[src/rtl/seg_pkg.sv]
// Shared glyph table and polarity helper for the multiplexed 7-segment driver.
// Glyphs are stored active-high as {g,f,e,d,c,b,a}; board polarity is applied last.
package seg_pkg;

  localparam logic [6:0] SEG_0   = 7'h3F;
  localparam logic [6:0] SEG_1   = 7'h06;
  localparam logic [6:0] SEG_2   = 7'h5B;
  localparam logic [6:0] SEG_3   = 7'h4F;
  localparam logic [6:0] SEG_4   = 7'h66;
  localparam logic [6:0] SEG_5   = 7'h6D;
  localparam logic [6:0] SEG_6   = 7'h7D;
  localparam logic [6:0] SEG_7   = 7'h07;
  localparam logic [6:0] SEG_8   = 7'h7F;
  localparam logic [6:0] SEG_9   = 7'h6F;
  localparam logic [6:0] SEG_A   = 7'h77;
  localparam logic [6:0] SEG_B   = 7'h7C;
  localparam logic [6:0] SEG_C   = 7'h39;
  localparam logic [6:0] SEG_D   = 7'h5E;
  localparam logic [6:0] SEG_E   = 7'h79;
  localparam logic [6:0] SEG_F   = 7'h71;
  localparam logic [6:0] SEG_OFF = 7'h00;

  // Convert an active-high {dp,g..a} pattern to the pin polarity of the board.
  function automatic logic [7:0] seg_pol(input logic [7:0] seg_on, input bit act_low);
    return act_low ? ~seg_on : seg_on;
  endfunction

endpackage

[src/rtl/seg_hex_decoder.sv]
// Combinational 4-bit code to active-high 7-segment glyph (0-9 decimal, A-F hex).
module seg_hex_decoder
  import seg_pkg::*;
(
  input  logic [3:0] code,
  output logic [6:0] glyph
);

  // Straight lookup of the glyph table.
  always_comb begin
    glyph = SEG_OFF;
    case (code)
      4'h0: glyph = SEG_0;
      4'h1: glyph = SEG_1;
      4'h2: glyph = SEG_2;
      4'h3: glyph = SEG_3;
      4'h4: glyph = SEG_4;
      4'h5: glyph = SEG_5;
      4'h6: glyph = SEG_6;
      4'h7: glyph = SEG_7;
      4'h8: glyph = SEG_8;
      4'h9: glyph = SEG_9;
      4'hA: glyph = SEG_A;
      4'hB: glyph = SEG_B;
      4'hC: glyph = SEG_C;
      4'hD: glyph = SEG_D;
      4'hE: glyph = SEG_E;
      default: glyph = SEG_F;
    endcase
  end

endmodule

[src/rtl/seg_scan_driver.sv]
// Time-multiplexed 7-segment scanner: frame-synchronous double buffer, leading-zero
// suppression, per-digit blink and a dead-time window at the start of every digit slot.
// sel/seg are registered from the same counter state, so they always move together
// one clock after the counters.
module seg_scan_driver
  import seg_pkg::*;
#(
  parameter int DIGITS       = 6,
  parameter int SCAN_DIV     = 50000,
  parameter int BLANK_CYC    = 500,
  parameter int BLINK_FRAMES = 100,
  parameter bit SEG_ACT_LOW  = 1'b1,
  parameter bit SEL_ACT_LOW  = 1'b1
) (
  input  logic                  clk,
  input  logic                  rstn,
  input  logic                  enable,
  input  logic                  load,
  input  logic [4*DIGITS-1:0]   code_in,
  input  logic [DIGITS-1:0]     dp_in,
  input  logic [DIGITS-1:0]     blink_in,
  input  logic                  lz_en,
  output logic [DIGITS-1:0]     sel,
  output logic [7:0]            seg,
  output logic                  frame_done
);

  localparam int SLOT_W = (SCAN_DIV > 1) ? $clog2(SCAN_DIV) : 1;
  localparam int DIG_W  = (DIGITS > 1) ? $clog2(DIGITS) : 1;
  localparam int FRM_W  = (BLINK_FRAMES > 1) ? $clog2(BLINK_FRAMES) : 1;

  localparam logic [SLOT_W-1:0] SLOT_LAST  = SLOT_W'(SCAN_DIV - 1);
  localparam logic [SLOT_W-1:0] SLOT_PRE   = SLOT_W'(SCAN_DIV - 2);
  localparam logic [SLOT_W-1:0] SLOT_BLANK = SLOT_W'(BLANK_CYC);
  localparam logic [DIG_W-1:0]  DIG_LAST   = DIG_W'(DIGITS - 1);
  localparam logic [FRM_W-1:0]  FRM_LAST   = FRM_W'(BLINK_FRAMES - 1);
  localparam logic [DIGITS-1:0] SEL_IDLE   = SEL_ACT_LOW ? {DIGITS{1'b1}} : {DIGITS{1'b0}};
  localparam logic [7:0]        SEG_DARK   = SEG_ACT_LOW ? 8'hFF : 8'h00;

  logic [SLOT_W-1:0]   slot_cnt_reg;
  logic [DIG_W-1:0]    digit_reg;
  logic [FRM_W-1:0]    frm_cnt_reg;
  logic                blink_phase_reg;
  logic                enable_d_reg;
  logic [4*DIGITS-1:0] code_sh_reg, code_act_reg;
  logic [DIGITS-1:0]   dp_sh_reg, dp_act_reg;
  logic [DIGITS-1:0]   blink_sh_reg, blink_act_reg;
  logic [DIGITS-1:0]   sel_reg;
  logic [7:0]          seg_reg;
  logic                frame_done_reg;

  logic                slot_end, wrap, copy_act;
  logic [3:0]          dig_code;
  logic [6:0]          glyph;
  logic [DIGITS-1:0]   zero_from, sel_hi;
  logic                lz_blank;
  logic [7:0]          seg_on, seg_next;

  assign slot_end = (slot_cnt_reg == SLOT_LAST);
  assign wrap     = enable && slot_end && (digit_reg == DIG_LAST);
  // While dark (and on the first enabled cycle) the active set simply tracks the shadow,
  // so the first frame after enable shows the latest loaded data.
  assign copy_act = wrap || !enable || !enable_d_reg;

  // zero_from[i]: digit i and every more significant digit hold code 0.
  // sel_hi: one-hot of the digit currently being scanned.
  for (genvar gi = 0; gi < DIGITS; gi++) begin : g_digit
    assign zero_from[gi] = ~|code_act_reg[4*DIGITS-1:4*gi];
    assign sel_hi[gi]    = (digit_reg == DIG_W'(gi));
  end

  assign dig_code = code_act_reg[{digit_reg, 2'b00} +: 4];
  assign lz_blank = lz_en && (digit_reg != '0) && zero_from[digit_reg];

  seg_hex_decoder u_dec (
    .code  (dig_code),
    .glyph (glyph)
  );

  // Slot counter and digit index; both held at 0 while disabled.
  always_ff @(posedge clk or negedge rstn) begin
    if (!rstn) begin
      slot_cnt_reg <= '0;
      digit_reg    <= '0;
      enable_d_reg <= 1'b0;
    end else begin
      enable_d_reg <= enable;
      if (!enable) begin
        slot_cnt_reg <= '0;
        digit_reg    <= '0;
      end else if (slot_end) begin
        slot_cnt_reg <= '0;
        digit_reg    <= (digit_reg == DIG_LAST) ? '0 : digit_reg + 1'b1;
      end else begin
        slot_cnt_reg <= slot_cnt_reg + 1'b1;
      end
    end
  end

  // Frame counter and blink phase; phase flips every BLINK_FRAMES frame wraps.
  always_ff @(posedge clk or negedge rstn) begin
    if (!rstn) begin
      frm_cnt_reg     <= '0;
      blink_phase_reg <= 1'b0;
    end else if (!enable) begin
      frm_cnt_reg     <= '0;
      blink_phase_reg <= 1'b0;
    end else if (wrap) begin
      if (frm_cnt_reg == FRM_LAST) begin
        frm_cnt_reg     <= '0;
        blink_phase_reg <= ~blink_phase_reg;
      end else begin
        frm_cnt_reg <= frm_cnt_reg + 1'b1;
      end
    end
  end

  // Shadow captures every load; active only changes at a frame wrap (or while dark),
  // and a load landing on that same cycle bypasses the shadow.
  always_ff @(posedge clk or negedge rstn) begin
    if (!rstn) begin
      code_sh_reg   <= '0;
      dp_sh_reg     <= '0;
      blink_sh_reg  <= '0;
      code_act_reg  <= '0;
      dp_act_reg    <= '0;
      blink_act_reg <= '0;
    end else begin
      if (load) begin
        code_sh_reg  <= code_in;
        dp_sh_reg    <= dp_in;
        blink_sh_reg <= blink_in;
      end
      if (copy_act) begin
        code_act_reg  <= load ? code_in  : code_sh_reg;
        dp_act_reg    <= load ? dp_in    : dp_sh_reg;
        blink_act_reg <= load ? blink_in : blink_sh_reg;
      end
    end
  end

  // Segment pattern for the current slot: LZ hides the glyph only, blink and dead time hide all.
  always_comb begin
    seg_on = {dp_act_reg[digit_reg], lz_blank ? SEG_OFF : glyph};
    if (blink_phase_reg && blink_act_reg[digit_reg]) seg_on = 8'h00;
    if (slot_cnt_reg < SLOT_BLANK) seg_on = 8'h00;
    seg_next = seg_pol(seg_on, SEG_ACT_LOW);
  end

  // Registered pin outputs; frame_done is high during the cycle whose edge wraps the frame.
  always_ff @(posedge clk or negedge rstn) begin
    if (!rstn) begin
      sel_reg        <= SEL_IDLE;
      seg_reg        <= SEG_DARK;
      frame_done_reg <= 1'b0;
    end else if (!enable) begin
      sel_reg        <= SEL_IDLE;
      seg_reg        <= SEG_DARK;
      frame_done_reg <= 1'b0;
    end else begin
      sel_reg        <= sel_hi ^ {DIGITS{SEL_ACT_LOW}};
      seg_reg        <= seg_next;
      frame_done_reg <= (slot_cnt_reg == SLOT_PRE) && (digit_reg == DIG_LAST);
    end
  end

  assign sel        = sel_reg;
  assign seg        = seg_reg;
  assign frame_done = frame_done_reg;

endmodule

[config.mk]
export PLATFORM = sky130hd
export DESIGN_NAME = seg_scan_driver
export DESIGN_NICKNAME = d
export VERILOG_FILES = /design/src/rtl/seg_pkg.sv /design/src/rtl/seg_hex_decoder.sv /design/src/rtl/seg_scan_driver.sv
export SDC_FILE = /design/constraint.sdc
export NUM_CORES = 1
export LEC_CHECK = 0
export CELL_PAD_IN_SITES_DETAIL_PLACEMENT = 1
export CELL_PAD_IN_SITES_GLOBAL_PLACEMENT = 1
export CORE_MARGIN = 4
export CORE_UTILIZATION = 50
export CTS_CLUSTER_SIZE = 12
export DETAILED_ROUTE_END_ITERATION = 7
export PLACE_DENSITY = 0.94
export RECOVER_POWER = 50
export SLEW_MARGIN = 15
export SYNTH_ARGS = -nofsm -noshare
export SYNTH_HDL_FRONTEND = slang
export SYNTH_SLANG_ARGS = --single-unit
[constraint.sdc]
create_clock -name clk -period 9.05 [get_ports clk]
set_clock_uncertainty 0.1 [all_clocks]
set_input_delay 2.715 -clock clk [delete_from_list [all_inputs] [get_ports clk]]
set_output_delay 2.715 -clock clk [all_outputs]
set_load 0.02 [all_outputs]
==> results.yml <==
status:
  outcome: "complete, but fails checks"
  violations: "max-capacitance violations, max-slew violations"
logic_synthesis:
  synth_area_leaders: "dfrtp_1, mux2_2, mux2_4"
  yosys.cell_types.count: 53
  synth_top_area_share: 0.4709
  synth_warnings: 0
  synth.yosys.seq_area_share: 0.5394
  yosys_register_bits: 115
  netlist_area_mm2: 0.005368
  synth_area_leader_cell: "dfrtp_1"
  syn_nets: 464
  synth_edf_count: 0
  synth_async_sr_flop_share: 1.000
  netlist_instances: 413
  synth_ff_type: "dfrtp_1"
  syn_area_per_cell_um2: 13.00
clocking:
  post_cts_buffers: 0
  cts-hold-fix-buffers: 0
  clk_pin_slew_ps: 60
  clkLatencyLatePin_ps: 530
  clock_path_buffers: 2
  h-tree-depth: 4
  cts_tree: "built"
  ctsResizeCount: 0
  root_buffer: "clkbuf_8"
  cts_inserted_buffers: 17
  clock-sinks: 115
setup_path:
  critPathLaunchType: "input pin"
  crit_arrival_ps: 5470
  endpoint_kind: "register"
  cp_max_fo: 36
  crit_type: "input pin to register"
  required_ps: 9350
floorplan:
  fp.dieH_um: 111.6
  die_w_um: 111.6
  rows: 37
  die_area_mm2: 0.01246
  core-area_mm2: 0.01037
  start_util: 0.5176
  io_pins: 56
timing:
  slew_violations: 71
  finalSetupTns_ps: 0
  slew-limit-headroom: -0.3769
  max_freq_ghz: 0.1935
  fin_crit_ps: 5168
  setup_viol: 0
  tightest_slew_ps: 2065
  fin_crit_sh: 0.5710
  rsz0062_at_grt: "false"
  hold_violations: 0
  timing.final.ws_setup_ps: 3882
global_route:
  antenna_found_initial: 0
  grt_remaining_overflow: 0
  grt_pass1_wl_mm: 23.82
  first_global_vias: 4093
  grt_max_degree: 84
  grt_usage: 0.2471
place:
  dpl.cell_count: 587
  portBuffers: 55
  place_hpwl_mm: 8.610
  post-place-ws_ps: 4218
  finalWeightedCongestion: 0.7784
finish:
  layout_common_cells: "dfrtp_1, clkdlybuf4s50_1, mux2_1"
  fin_nets: 521
  final_common_cell: "dfrtp_1"
  fin_cells: 619
  area_growth_pct: 22.94
  diodes: 0
  drive_gt1_frac: 0.2008
detailed_routing:
  vias: 3581
  dr.pass1.iters: 5
  routedWlPerCell_um: 23.18
  drc: 0
  dr.first_iter.drc_count: 271
  routed_wl_mm: 14.35
  ant_nets: 0
  vias_per_cell: 5.785
job:
  drv_cap: 2
pwr:
  power.total_uw: 1450
  ir_drop_mv: 0.1126
  power_density_mw_per_mm2: 219.7
  p_leak_uw: 0.002810
worst_hold_path:
  hold_class: "register to register"
-- cell usage after synthesis, drive strengths merged (3+ instances only) --
master	n
nor3	4
nor2b	6
and2	8
nand4	6
mux2i	17
clkbuf	11
dfstp	14
nand3	17
dfrtp	101
xor2	12
or4	3
xnor2	5
inv	8
and3	4
nand2	21
mux4	3
mux2	74
o31ai	4
buf	9
nor2	32
nor4	5
ha	10
o21ai	6
nand2b	3
a21oi	8
-- worst max-delay path: stages --
cell           delay [ps]
dlygate4sd3_1         530
clkbuf_1             1470
mux2_1                460
mux2_4                280
-- area by class of cell --
type | count | area (um^2)
Clock buffer | 19 | 421.7
Sequential cell | 115 | 2895
Timing Repair Buffer | 58 | 563.0
Inverter | 8 | 30.03
Fill cell | 991 | 3771
Multi-Input combinational cell | 270 | 2310
Clock inverter | 13 | 209.0
Tap cell | 136 | 170.2
-- power by group --
part	internal (uW)	total, uW	switching, uW	leakage (uW)
registers	554	581	26.6	0.00139
logic	73.6	144	70.5	0.00112
clock network	475	725	250	0.000298
-- path summary, 6_finish.rpt --
check                          startpoint                to  slack, ps  cells after the start
setup / recovery                     load  code_act_reg[18]       3880                      4
max in group asynchronous            rstn  slot_cnt_reg[10]       4400                      2
min in group asynchronous            rstn    code_sh_reg[9]       2570                      1
hold reg to reg            code_sh_reg[8]    code_sh_reg[8]        390                      1
hold / removal             code_sh_reg[8]    code_sh_reg[8]        390                      1
setup reg to reg             digit_reg[0]            seg[3]       5630                      6
-- logic make-up after synthesis --
family                   Yosys count  synth area share
adder cells (fa/ha/maj)           10           0.02331
multiplexers                      94            0.2205
buffers and inverters             28           0.03030
flip-flops                       115            0.5394
AO/OA/AOI/OAI                     34           0.04219
AND/OR/NAND/NOR                  115            0.1166
XOR/XNOR                          17           0.02774
-- stage by stage --
step / area, um^2 / util / hold WS, ps
6_report: 6599 / 0.6363 / 392.7
5_1_grt: 6599 / 0.6363 / 412.1
4_1_cts: 6606 / 0.6371 / 403.1
3_5_place_dp: 5976 / 0.5763 / 389.4
2_1_floorplan: 5368 / - / 368.1
3_3_place_gp: 5976 / 0.5763 / 384.0
-- metal layers --
metal	track usage	wire length, um	up-vias	part of all wire
met5	0	0	-	0
met4	0.07948	200	0	0.014
met3	0.05163	539	19	0.038
met2	0.4322	7586	104	0.53
met1	0.3071	6025	1880	0.42
li1	-	-	1578	-
Note: power is estimated with default switching activity, not from simulation.
